$ cat src/rtl/prbs_pkg.sv
// prbs_pkg: shared PRBS definitions for the per-lane generator and monitor.
//   - polynomial select encodings and tap pairs (b[n] = b[n-A] ^ b[n-B])
//   - prbs_next(): next DATA_WIDTH-bit word that follows a given word
//   - popcount(): number of set bits, used for bit-error counting
// Words are LSB-oldest: bit 0 of a word is the earliest bit in the stream.
package prbs_pkg;

  // Widest word any instance may use; functions work on this width and
  // callers zero-extend / truncate to their own DATA_WIDTH.
  localparam int unsigned MAX_W = 128;
  // Enough bits to hold popcount of a MAX_W word (0..128).
  localparam int unsigned POP_W = 8;

  typedef enum logic [1:0] {
    POLY_PRBS7  = 2'd0,
    POLY_PRBS15 = 2'd1,
    POLY_PRBS23 = 2'd2,
    POLY_PRBS31 = 2'd3
  } poly_e;

  localparam int unsigned TAP_A_PRBS7  = 6;
  localparam int unsigned TAP_B_PRBS7  = 7;
  localparam int unsigned TAP_A_PRBS15 = 14;
  localparam int unsigned TAP_B_PRBS15 = 15;
  localparam int unsigned TAP_A_PRBS23 = 18;
  localparam int unsigned TAP_B_PRBS23 = 23;
  localparam int unsigned TAP_A_PRBS31 = 28;
  localparam int unsigned TAP_B_PRBS31 = 31;

  typedef enum logic {
    ST_SEARCH = 1'b0,
    ST_LOCKED = 1'b1
  } mon_state_e;

  // Extend the stream 'width' bits past 'word'. Output bit i is stream bit
  // width+i; its taps either fall inside the new word (already computed,
  // lower index) or reach back into the previous word. Because width >= 31
  // and every tap <= 31, the previous word always covers the reach-back.
  function automatic logic [MAX_W-1:0] prbs_extend(
    input logic [MAX_W-1:0] word,
    input int unsigned      tap_a,
    input int unsigned      tap_b,
    input int unsigned      width
  );
    logic [MAX_W-1:0] nxt;
    logic [6:0]       ia;
    logic [6:0]       ib;
    logic             ba;
    logic             bb;
    nxt = '0;
    for (int unsigned i = 0; i < MAX_W; i++) begin
      if (i < width) begin
        ia = (i >= tap_a) ? 7'(i - tap_a) : 7'(width + i - tap_a);
        ib = (i >= tap_b) ? 7'(i - tap_b) : 7'(width + i - tap_b);
        ba = (i >= tap_a) ? nxt[ia] : word[ia];
        bb = (i >= tap_b) ? nxt[ib] : word[ib];
        nxt[i] = ba ^ bb;
      end
    end
    return nxt;
  endfunction

  // Next word of the selected sequence; 'width' is the caller's DATA_WIDTH.
  function automatic logic [MAX_W-1:0] prbs_next(
    input logic [MAX_W-1:0] word,
    input logic [1:0]       sel,
    input int unsigned      width
  );
    logic [MAX_W-1:0] res;
    case (sel)
      POLY_PRBS7:  res = prbs_extend(word, TAP_A_PRBS7,  TAP_B_PRBS7,  width);
      POLY_PRBS15: res = prbs_extend(word, TAP_A_PRBS15, TAP_B_PRBS15, width);
      POLY_PRBS23: res = prbs_extend(word, TAP_A_PRBS23, TAP_B_PRBS23, width);
      default:     res = prbs_extend(word, TAP_A_PRBS31, TAP_B_PRBS31, width);
    endcase
    return res;
  endfunction

  function automatic logic [POP_W-1:0] popcount(input logic [MAX_W-1:0] v);
    logic [POP_W-1:0] cnt;
    cnt = '0;
    for (int unsigned i = 0; i < MAX_W; i++) begin
      cnt = cnt + POP_W'(v[i]);
    end
    return cnt;
  endfunction

endpackage

$ cat src/rtl/prbs_mon.sv
// prbs_mon: per-lane self-synchronising PRBS checker with BER counters.
// Ports:
//   rx_user_clk_i  clock (only clock)
//   rx_user_rst_i  synchronous active-high reset
//   poly_sel_i     0=PRBS7 1=PRBS15 2=PRBS23 3=PRBS31
//   clear_i        zero both counters (wins over a same-cycle increment)
//   rx_data_i      received word, bit 0 oldest
//   rx_valid_i     word qualifier; when low everything holds
//   locked_o       checker locked
//   err_o          one-cycle pulse for a mismatching word while locked
//   err_cnt_o      saturating bit-error count (locked words only)
//   word_cnt_o     saturating count of words checked while locked
// DATA_WIDTH must lie in 31..128 so one word always spans the longest tap.
module prbs_mon
  import prbs_pkg::*;
#(
  parameter int unsigned DATA_WIDTH    = 32,
  parameter int unsigned ERR_CNT_WIDTH = 32,
  parameter int unsigned LOCK_GOOD_CNT = 16,
  parameter int unsigned LOCK_BAD_CNT  = 4
) (
  input  logic                     rx_user_clk_i,
  input  logic                     rx_user_rst_i,
  input  logic [1:0]               poly_sel_i,
  input  logic                     clear_i,
  input  logic [DATA_WIDTH-1:0]    rx_data_i,
  input  logic                     rx_valid_i,
  output logic                     locked_o,
  output logic                     err_o,
  output logic [ERR_CNT_WIDTH-1:0] err_cnt_o,
  output logic [ERR_CNT_WIDTH-1:0] word_cnt_o
);

  localparam int unsigned GOOD_W = $clog2(LOCK_GOOD_CNT + 1);
  localparam int unsigned BAD_W  = $clog2(LOCK_BAD_CNT + 1);
  localparam int unsigned SUM_W  = ERR_CNT_WIDTH + POP_W;
  localparam logic [SUM_W-1:0] CNT_MAX_EXT = SUM_W'({ERR_CNT_WIDTH{1'b1}});

  mon_state_e               state_q, state_d;
  logic                     seeded_q, seeded_d;
  logic [DATA_WIDTH-1:0]    exp_q, exp_d;       // expected next word
  logic [GOOD_W-1:0]        good_q, good_d;
  logic [BAD_W-1:0]         bad_q, bad_d;
  logic                     err_q, err_d;
  logic [ERR_CNT_WIDTH-1:0] err_cnt_q, err_cnt_d;
  logic [ERR_CNT_WIDTH-1:0] word_cnt_q, word_cnt_d;
  logic [1:0]               poly_q;

  logic [DATA_WIDTH-1:0]    pred_rx;
  logic [DATA_WIDTH-1:0]    pred_ref;
  logic [DATA_WIDTH-1:0]    diff;
  logic                     mismatch;
  logic [POP_W-1:0]         nerr;
  logic [SUM_W-1:0]         err_sum;
  logic [ERR_CNT_WIDTH-1:0] err_inc;

  assign pred_rx  = DATA_WIDTH'(prbs_next(MAX_W'(rx_data_i), poly_q, DATA_WIDTH));
  assign pred_ref = DATA_WIDTH'(prbs_next(MAX_W'(exp_q), poly_q, DATA_WIDTH));
  assign diff     = rx_data_i ^ exp_q;
  assign mismatch = |diff;
  assign nerr     = popcount(MAX_W'(diff));
  assign err_sum  = SUM_W'(err_cnt_q) + SUM_W'(nerr);
  assign err_inc  = (err_sum > CNT_MAX_EXT) ? '1 : err_sum[ERR_CNT_WIDTH-1:0];

  always_comb begin
    state_d    = state_q;
    seeded_d   = seeded_q;
    exp_d      = exp_q;
    good_d     = good_q;
    bad_d      = bad_q;
    err_d      = 1'b0;
    err_cnt_d  = err_cnt_q;
    word_cnt_d = word_cnt_q;

    if (poly_sel_i != poly_q) begin
      // Polynomial change: restart acquisition, keep the counters.
      state_d  = ST_SEARCH;
      seeded_d = 1'b0;
      good_d   = '0;
      bad_d    = '0;
    end else if (rx_valid_i) begin
      case (state_q)
        ST_SEARCH: begin
          // Self-sync: always predict from what was actually received.
          exp_d = pred_rx;
          if (!seeded_q) begin
            seeded_d = 1'b1;
          end else if (!mismatch) begin
            if (good_q == GOOD_W'(LOCK_GOOD_CNT - 1)) begin
              state_d = ST_LOCKED;
              good_d  = '0;
              bad_d   = '0;
            end else begin
              good_d = good_q + 1'b1;
            end
          end else begin
            good_d = '0;
          end
        end
        ST_LOCKED: begin
          // Free-running reference: received errors never feed back. This
          // also holds on the word that drops lock, so a clean stream after
          // a burst matches immediately and relocks after LOCK_GOOD_CNT words.
          exp_d     = pred_ref;
          err_d     = mismatch;
          err_cnt_d = err_inc;
          if (word_cnt_q != '1) begin
            word_cnt_d = word_cnt_q + 1'b1;
          end
          if (mismatch) begin
            if (bad_q == BAD_W'(LOCK_BAD_CNT - 1)) begin
              state_d = ST_SEARCH;
              good_d  = '0;
              bad_d   = '0;
            end else begin
              bad_d = bad_q + 1'b1;
            end
          end else begin
            bad_d = '0;
          end
        end
      endcase
    end

    if (clear_i) begin
      err_cnt_d  = '0;
      word_cnt_d = '0;
    end
  end

  always_ff @(posedge rx_user_clk_i) begin
    if (rx_user_rst_i) begin
      state_q    <= ST_SEARCH;
      seeded_q   <= 1'b0;
      exp_q      <= '0;
      good_q     <= '0;
      bad_q      <= '0;
      err_q      <= 1'b0;
      err_cnt_q  <= '0;
      word_cnt_q <= '0;
    end else begin
      state_q    <= state_d;
      seeded_q   <= seeded_d;
      exp_q      <= exp_d;
      good_q     <= good_d;
      bad_q      <= bad_d;
      err_q      <= err_d;
      err_cnt_q  <= err_cnt_d;
      word_cnt_q <= word_cnt_d;
    end
    // Tracked through reset too, so leaving reset is not seen as a change.
    poly_q <= poly_sel_i;
  end

  assign locked_o   = (state_q == ST_LOCKED);
  assign err_o      = err_q;
  assign err_cnt_o  = err_cnt_q;
  assign word_cnt_o = word_cnt_q;

endmodule

$ cat config.mk
export PLATFORM = sky130hd
export DESIGN_NAME = prbs_mon
export DESIGN_NICKNAME = d
export VERILOG_FILES = /design/src/rtl/prbs_pkg.sv /design/src/rtl/prbs_mon.sv
export SDC_FILE = /design/constraint.sdc
export NUM_CORES = 1
export LEC_CHECK = 0
export ABC_AREA = 1
export BUFFER_PORTS_ARGS = -buffer_cell sky130_fd_sc_hd__buf_4
export CORE_ASPECT_RATIO = 1.1
export CORE_UTILIZATION = 45
export DETAILED_ROUTE_END_ITERATION = 7
export PLACE_DENSITY = 0.65
export SYNTH_ARGS = -nofsm -noshare
export SYNTH_HDL_FRONTEND = slang
export SYNTH_SLANG_ARGS = --single-unit
export TNS_END_PERCENT = 5
$ cat constraint.sdc
create_clock -name rx_user_clk_i -period 15.1 [get_ports rx_user_clk_i]
set_input_delay 3.775 -clock rx_user_clk_i [delete_from_list [all_inputs] [get_ports rx_user_clk_i]]
set_output_delay 3.775 -clock rx_user_clk_i [all_outputs]
set_load 0.01 [all_outputs]
* Word-level counts from Yosys, hierarchy flattened
Cells that the tools add are included.
** Word-level totals
- Register bits :: 109
- Bits in latches :: 0
- Bits in writable memories :: 0
- Memory bits (read-only) :: 0
- Bits of input ports :: 38
- Output and inout bits :: 66
- Word-level logic and storage cells :: 462
- Memories kept :: 0
** Cells by class
- Add/sub/neg operators :: 35
- Multiply operators :: 0
- Div/mod/pow operators :: 0
- Order comparisons :: 1
- Eq/ne operators :: 11
- Shift-type cells :: 0
- Muxes and demuxes :: 146
- Bitwise logic cells :: 248
- Reductions and logical operators :: 12
** Operators by type and width (number)
- $xor 1x1->1 :: 244
- $add 8x1->8 :: 24
- $pmux 32 s3 :: 2
- $mux 1 :: 129
- $pmux 32 s2 :: 1
- $add 32x8->33 :: 1
- $gt 33x32->1 const B :: 1
- $add 32x1->32 const B :: 1
- $mux 32 :: 1
- $ne 32x32->1 const B :: 1
- $reduce_or 32->1 :: 1
- $xor 32x32->32 :: 1
- $mux 5 :: 5
- $mux 3 :: 5
- $reduce_and 4->1 :: 3
- $pmux 5 s2 :: 1
- $add 7x1->8 :: 1
- $add 6x1->7 :: 1
- $add 5x1->6 :: 1
- $ne 2x2->1 const B :: 3
- $pmux 3 s2 :: 1
- $add 4x1->5 :: 1
- $add 5x1->5 const B :: 1
- $eq 5x4->1 const B :: 1
- other kinds (17) :: 22

* Longest topological paths before layout
Gate-level depths: netlist of the first run.
- Depth after elaboration :: 35
- Depth in mapped cells :: 27
- Depth with buffers taken out :: 24

* Worst setup path after synthesis of the first run
No wires, ideal clock.
- Path kind :: input to register
- Start :: in rx_data_i[14]
- End :: reg err_cnt_q[13] (netlist: err_cnt_o[13])
- Setup time :: 0.074 ns
- Data arrival time :: 8.983 ns
- Data required time :: 15.026 ns
- Path slack :: 6.044 ns
- Stages :: 24
- Buffers on the path :: 3
- Path through :: clkbuf_1 -> xnor2_1 -> inv_1 -> fa_1 -> inv_1 -> fa_1 -> fa_1 -> inv_1 -> fa_1 -> fa_1 -> fa_1 -> fa_1 -> inv_1 -> fa_1 -> o21ai_2 -> nand2_1 -> nand3_2 -> and2_4 -> buf_6 -> nand3_4 -> nor2_8 -> inv_4 -> buf_12 -> a31oi_4
** On the way
- Longest elaborated chain between the ends :: 22
** RTL lines
- start, declared :: RTL line prbs_mon.sv:26 : input logic [DATA_WIDTH-1:0] rx_data_i,
- $xor 32x32->32 (*) :: RTL line prbs_mon.sv:59 : assign diff = rx_data_i ^ exp_q;
- $add 8x1->8 (*) (18 in a row) :: RTL line prbs_pkg.sv:83 : cnt = cnt + POP_W'(v[i]);
- $add 32x8->33 (*) :: RTL line prbs_mon.sv:62 : assign err_sum = SUM_W'(err_cnt_q) + SUM_W'(nerr);
- $gt 33x32->1 :: RTL line prbs_mon.sv:63 : assign err_inc = (err_sum > CNT_MAX_EXT) ? '1 : err_sum[ERR_CNT_WIDTH-1:0];
- $mux 32 (*) :: RTL line prbs_mon.sv:63
- end signal, assigned :: RTL line prbs_mon.sv:148 : err_cnt_q <= err_cnt_d;
- end, declared :: RTL line prbs_mon.sv:45 : logic [ERR_CNT_WIDTH-1:0] err_cnt_q, err_cnt_d;
Every way passes the cells marked *; elsewhere a longest branch is shown, timed or not.
A chain may end at the register's enable or synchronous reset.

* Worst setup path in the final report of the first run
- Start :: in rx_data_i[8]
- End :: reg err_cnt_q[22] (netlist: err_cnt_o[22])
** On the way
- Longest elaborated chain between the ends :: 28
** RTL lines (RTL line)
- $xor 32x32->32 (*) :: prbs_mon.sv:59
- $add 8x1->8 (*) (24 in a row) :: prbs_pkg.sv:83
- $add 32x8->33 (*) :: prbs_mon.sv:62
- $gt 33x32->1 :: prbs_mon.sv:63
- $mux 32 (*) :: prbs_mon.sv:63
Marks and branches as above.

==> results of run 1 <==
==> cells by family after synthesis <==
logic type | Yosys count | synth area share [%]
flops | 109 | 18.7
compound gates | 347 | 18.3
fa+ha+maj | 44 | 6.40
buf+inv | 305 | 11.2
simple gates | 838 | 30.7
xor+xnor | 190 | 14.7
==> report_power, final <==
part / internal (mW) / total (mW) / switching [mW]
combinational: 0.321 / 0.836 / 0.514
clock: 0.120 / 0.253 / 0.133
sequential: 0.294 / 0.317 / 0.0233
==> cell usage after synthesis (2+ instances only) <==
master       n
o221ai_1     3
o21ai_0    114
nor4_1       9
o41ai_1      6
o211ai_1    12
fa_1        26
nor3_1      38
clkinv_1     3
nand3_2      4
nor2_1     140
and3_1       2
a31oi_4      5
or2_2       13
clkbuf_1    39
o31ai_1      7
buf_4       14
xor2_1      98
nor2_2       2
nor3_2       3
o21ai_1      6
dfxtp_1    109
buf_2       44
o21a_1       6
a211oi_1     5
nand3_1    100
a31oi_2     11
inv_2       15
o311ai_0     2
o2111ai_1   14
xnor2_1     85
o21ai_2      2
ha_1        18
nand2_1    486
and2_1       9
nand3b_1     9
a21oi_1    123
nand2_2      3
o22ai_1     15
inv_1      183
buf_6        5
a21oi_2      3
xnor2_2      6
nand4_1     14
a31oi_1      9
==> layout by cell type (no fill, tap or decap), types with 5 or more instances in the layout <==
master	Yosys	layout
nand2_1	486	486
inv_1	183	182
nor2_1	140	138
a21oi_1	123	123
o21ai_0	114	114
buf_4	14	113
dfxtp_1	109	109
nand3_1	100	100
xor2_1	98	98
xnor2_1	85	85
nor3_1	38	38
fa_1	26	26
ha_1	18	18
inv_2	15	15
o22ai_1	15	15
nand4_1	14	14
o2111ai_1	14	14
or2_2	13	13
o211ai_1	12	12
a31oi_2	11	11
nor4_1	9	9
nand3b_1	9	9
a31oi_1	9	9
and2_1	9	9
clkbuf_16	0	9
o31ai_1	7	7
xnor2_2	6	6
o21a_1	6	6
o21ai_1	6	6
o41ai_1	6	6
a31oi_4	5	5
a211oi_1	5	5
==> layout make-up <==
type | instances | area (µm²) | share of cell area, %
tap | 346 | 433 | 3.40
multi-input combinational | 1419 | 8180 | 64.3
sequential | 109 | 2180 | 17.2
clock inverter | 7 | 93.8 | 0.738
timing repair buffer | 113 | 848 | 6.67
inverter | 202 | 761 | 5.98
clock buffer | 9 | 225 | 1.77
==> worst max-delay path, cell delays in order <==
cell,delay (ps)
buf_4,130
xnor2_1,320
fa_1,500
fa_1,480
fa_1,510
inv_1,50
fa_1,520
fa_1,430
fa_1,520
fa_1,210
inv_1,60
fa_1,410
o21ai_2,230
nand2_1,100
nand3_2,80
and2_4,190
nand3_4,100
nor2_8,180
inv_4,200
nand4_1,160
nand2_1,60
inv_1,50
==> metal layers <==
layer,track usage (%),vias up,routed length [µm]
li1,-,5983,-
met1,44.4,5749,18200
met2,47.0,595,17600
met3,5.60,94,4030
met4,12.3,0,1520
met5,0,-,0
==> registers in the layout, summed over array words and instances (netlist names) <==
register,count
poly_q,2
locked_o,1
err_o,1
exp_q,32
bad_q,3
err_cnt_o,32
good_q,5
word_cnt_o,32
seeded_q,1
==> worst paths after layout <==
path,startpoint,end,cells after the start
setup / recovery,rx_data_i[8],err_cnt_o[22],22
setup reg to reg,exp_q[20],err_cnt_o[22],22
hold / removal,good_q[4],good_q[4],2
hold reg to reg,good_q[4],good_q[4],2
==> impl_metrics.tcl, run 1 <==
set metrics [dict create \
    status "finished, final reports clean" \
    edff_count_synth 0 \
    core_area_um2 25300 \
    drtPass1Iterations 6 \
    report.final.setup_viol 0 \
    synthDominantCellAreaShare_pct 18.7 \
    rsz0062_at_grt "no" \
    initial_antenna_violation_count 0 \
    drt_iter0_drc 1534 \
    power.density_cell_area_nw_per_um2 111 \
    port_buffers 103 \
    drc 0 \
    synth_cell_type_count 57 \
    globalplace.congestion 0.983 \
    worst_hold_path_type "reg -> reg" \
    setup_skew_after_layout_ps 19.2 \
    cts_hold_buf 0 \
    synth.area.top_cells "dfxtp_1 (19%), nand2_1 (16%), xor2_1 (7.4%), xnor2_1 (6.4%), inv_1 (5.9%)" \
    postSynth.asyncResetShare_pct 0 \
    tritoncts_num_sinks 109 \
    dieArea_um2 26600 \
    layout.nets 1936 \
    routed-via-count 12400 \
    fmaxAchievable_mhz 112 \
    place.detailed.hpwl_um 31500 \
    cts_root_buf "clkbuf_16" \
    initial_utilization_pct 46.0 \
    routed_wire_length_per_instance_um 18.8 \
    cp_max_fo 26 \
    syn_inst 1833 \
    post_dp_cell_area_um2 12400 \
    report.power.total_mw 1.41 \
    min_period_over_period_pct 59.2 \
    final_area_um2 12700 \
    fin_worst_hold_slack_ps 448 \
    cts.clk_slew.worst_paths_ps 90 \
    die_extent_in_y_um 171 \
    timing.final.max_slew_violations 0 \
    synth-main-ff-cell "dfxtp_1" \
    die-width_um 155 \
    first_global_vias 11200 \
    worstMarginPinSlew_ps 1080 \
    final_layout_size_suffix_gt1_share_pct 11.0 \
    post_synth.cell_area_avg_um2 6.36 \
    drt-vias-per-instance 5.63 \
    fin_cells 2205 \
    flop_to_flop_setup_slack_ps 9020 \
    start_kind "primary input" \
    tritoncts "done" \
    pre_cts_ws_ps 5770 \
    final_core_util_pct 50.2 \
    synth.largest_area_cell "dfxtp_1" \
    htreeDepth 3 \
    pin_count 104 \
    critical_path.endpoint_type "register" \
    gr-usage-all-layers_pct 31.4 \
    synth.yosys.warnings 0 \
    dp.cells 2189 \
    worst_path_arrival_ps 9270 \
    cap_violations 0 \
    vdd.ir_drop.worst_v 0.000191 \
    n_antenna_cell 0 \
    syn_to_final_growth_pct 9.11 \
    p_leak_nw 5.48 \
    cp.required_ps 15420 \
    final.setup.worst_slack_ps 6150 \
    timing_worst_setup_path_type "in -> reg" \
    cts-buffers-inserted 9 \
    clock_path_buffers 2 \
    syn-num-nets 1915 \
    max_slew_margin_pct 27.9 \
    fin_tns_setup_ps 0 \
    worst_skew_pair.late_latency_ps 370 \
    postCtsResizedCells 0 \
    fill_cells 2672 \
    hold_viol_final 0 \
    postCtsSetupBuffers 0 \
    rows 61 \
    grt_overflow_total 0 \
    synth.cell_area_um2 11700 \
    ys_seq_elements 109 \
    route.antenna.remaining_nets 0 \
    min_tclk_post_route_ps 8950 \
    finalWirelength_um 41400 \
    grt_first_pass_wirelength_um 64300 \
    synth_seq_area_share_pct 18.7 \
    largest_net_degree_at_the_start_of_global_routing 59 \
]
No activity file was read; power rests on OpenSTA's default activity.
==> run 2: changes to the inputs <==
PLACE_DENSITY = 0.67   (was 0.65)
clock period = 8.1 ns   (was 15.1 ns; I/O delays follow)
==> impl_metrics.tcl, run 2 (synthesis results as in run 1) <==
set metrics [dict create \
    status "finished, final reports clean" \
    grt_overflow_total 0 \
    initial_utilization_pct 46.0 \
    drtPass1Iterations 6 \
    htreeDepth 3 \
    final_common_cell "nand2_1" \
    worst_r2r_startpoint "exp_q[24]" \
    fin_cells 2206 \
    flop_to_flop_setup_slack_ps 2040 \
    fill_cells 2719 \
    final_layout_size_suffix_gt1_share_pct 11.1 \
    routed_wire_length_per_instance_um 18.9 \
    drc 0 \
    p_leak_nw 5.48 \
    postCtsResizedCells 0 \
    critical_path.most_common_cell "fa_1" \
    worst_path_arrival_ps 7470 \
    cp_peak_stage_delay_ps 530 \
    power.density_cell_area_nw_per_um2 205 \
    cp.required_ps 8420 \
    most-common-layout-cells "nand2_1 (485), inv_1 (183), nor2_1 (138), a21oi_1 (123)" \
    setup_skew_after_layout_ps 16.7 \
    first_global_vias 11400 \
    route.antenna.remaining_nets 0 \
    place.detailed.hpwl_um 31700 \
    worst_skew_pair.late_latency_ps 380 \
    n_antenna_cell 0 \
    cts_hold_buf 0 \
    cp_max_fo 26 \
    vdd.ir_drop.worst_v 0.000398 \
    routed-via-count 12500 \
    final_core_util_pct 50.2 \
    crit-reg2reg-capture "err_cnt_o[22]" \
    rsz0062_at_grt "no" \
    grt_first_pass_wirelength_um 65200 \
    combined_buffer_and_inverter_count_along_the_critical_path 6 \
    dieArea_um2 26600 \
    cts.clk_slew.worst_paths_ps 80 \
    clock_path_buffers 2 \
    port_buffers 103 \
    core_area_um2 25300 \
    start_kind "primary input" \
    dp.cells 2190 \
    drt_iter0_drc 1450 \
    cts-buffers-inserted 9 \
    holdCritStartpoint "bad_q[2]" \
    layout.nets 1937 \
    pin_count 104 \
    globalplace.congestion 1.00 \
    timing.final.max_slew_violations 0 \
    report.final.setup_viol 0 \
    cap_violations 0 \
    cts_root_buf "clkbuf_16" \
    syn_to_final_growth_pct 9.06 \
    hold_viol_final 0 \
    fmaxAchievable_mhz 140 \
    initial_antenna_violation_count 0 \
    worstMarginPinSlew_ps 1060 \
    postCtsSetupBuffers 0 \
    fin_tns_setup_ps 0 \
    finalWirelength_um 41700 \
    gr-usage-all-layers_pct 31.8 \
    post_dp_cell_area_um2 12400 \
    final_area_um2 12700 \
    min_period_over_period_pct 88.3 \
    min_tclk_post_route_ps 7150 \
    report.power.total_mw 2.60 \
    critical_path.endpoint_type "register" \
    max_slew_margin_pct 28.9 \
    tritoncts "done" \
    hold-path-endpoint "bad_q[2]" \
    largest_net_degree_at_the_start_of_global_routing 59 \
    cp_top_family "adder cells" \
    critical_path.cell_chain "buf_4 > xor2_1 > inv_1 > fa_1 > fa_1 > fa_1 > inv_1 > fa_1 > fa_1 > fa_1 > fa_1 > inv_1 > fa_1 > o21ai_2 > nand2_1 > nand3_2 > and2_4 > nand3_4 > nor2_8 > inv_4 > nand4_1 > nand2_1 > inv_1" \
    tritoncts_num_sinks 109 \
    worst_hold_path_type "reg -> reg" \
    worst_hold_path.num_cells 2 \
    r2r_worst_path_depth 22 \
    rows 61 \
    timing_worst_setup_path_type "in -> reg" \
    die_extent_in_y_um 171 \
    timing.critical_path.slowest_stage_cell "fa_1" \
    die-width_um 155 \
    drt-vias-per-instance 5.65 \
]
-- run 2: through the flow --
stage	worst slack [ps]	hold slack [ps]
3_3_place_gp	640	428
4_1_cts	936	449
5_1_grt	641	474
6_report	945	449
3_5_place_dp	570	436
2_1_floorplan	794	421
-- run 2: per-layer routing --
layer	vias up	part of all wire [%]	global-route usage, %
li1	6002	-	-
met1	5789	45	44.9
met2	577	43	47.9
met3	88	8.7	5.27
met4	0	3.5	12.9
met5	-	0	0
-- run 2: layout make-up --
class	count	area, µm²	share of cell area, %
clock buffer	10	239	1.88
clock inverter	6	63.8	0.502
inverter	202	761	5.98
multi-input combinational	1419	8180	64.3
sequential	109	2180	17.2
tap	346	433	3.40
timing repair buffer	114	856	6.73
-- run 2: how the worst max path moves through the flow --
stage,start,endpoint,slack (ps),depth (start not counted)
global placement,rx_data_i[0],err_cnt_o[22],640,23
global route,rx_data_i[18],err_cnt_o[16],640,24
finish,rx_data_i[24],err_cnt_o[22],950,23
detailed placement,rx_data_i[24],err_cnt_o[22],570,23
floorplan,rx_data_i[14],err_cnt_o[13],790,24
CTS,rx_data_i[24],err_cnt_o[22],940,23
-- run 2: worst reg2reg max path, cell delays in order (launching register included) --
cell     delay, ps
dfxtp_1        690
xor2_1         280
inv_1           90
fa_1           530
fa_1           440
fa_1           510
inv_1           50
fa_1           450
fa_1           480
fa_1           520
fa_1           200
inv_1           60
fa_1           420
o21ai_2        220
nand2_1         90
nand3_2         80
and2_4         190
nand3_4        110
nor2_8         170
inv_4          190
nand4_1        160
nand2_1         60
inv_1           50
-- run 2: power by group --
group | switching [mW] | leakage (nW) | total [mW] | internal [mW]
registers | 0.0436 | 0.882 | 0.592 | 0.548
clock network | 0.245 | 0.146 | 0.472 | 0.227
logic | 0.941 | 4.45 | 1.54 | 0.600
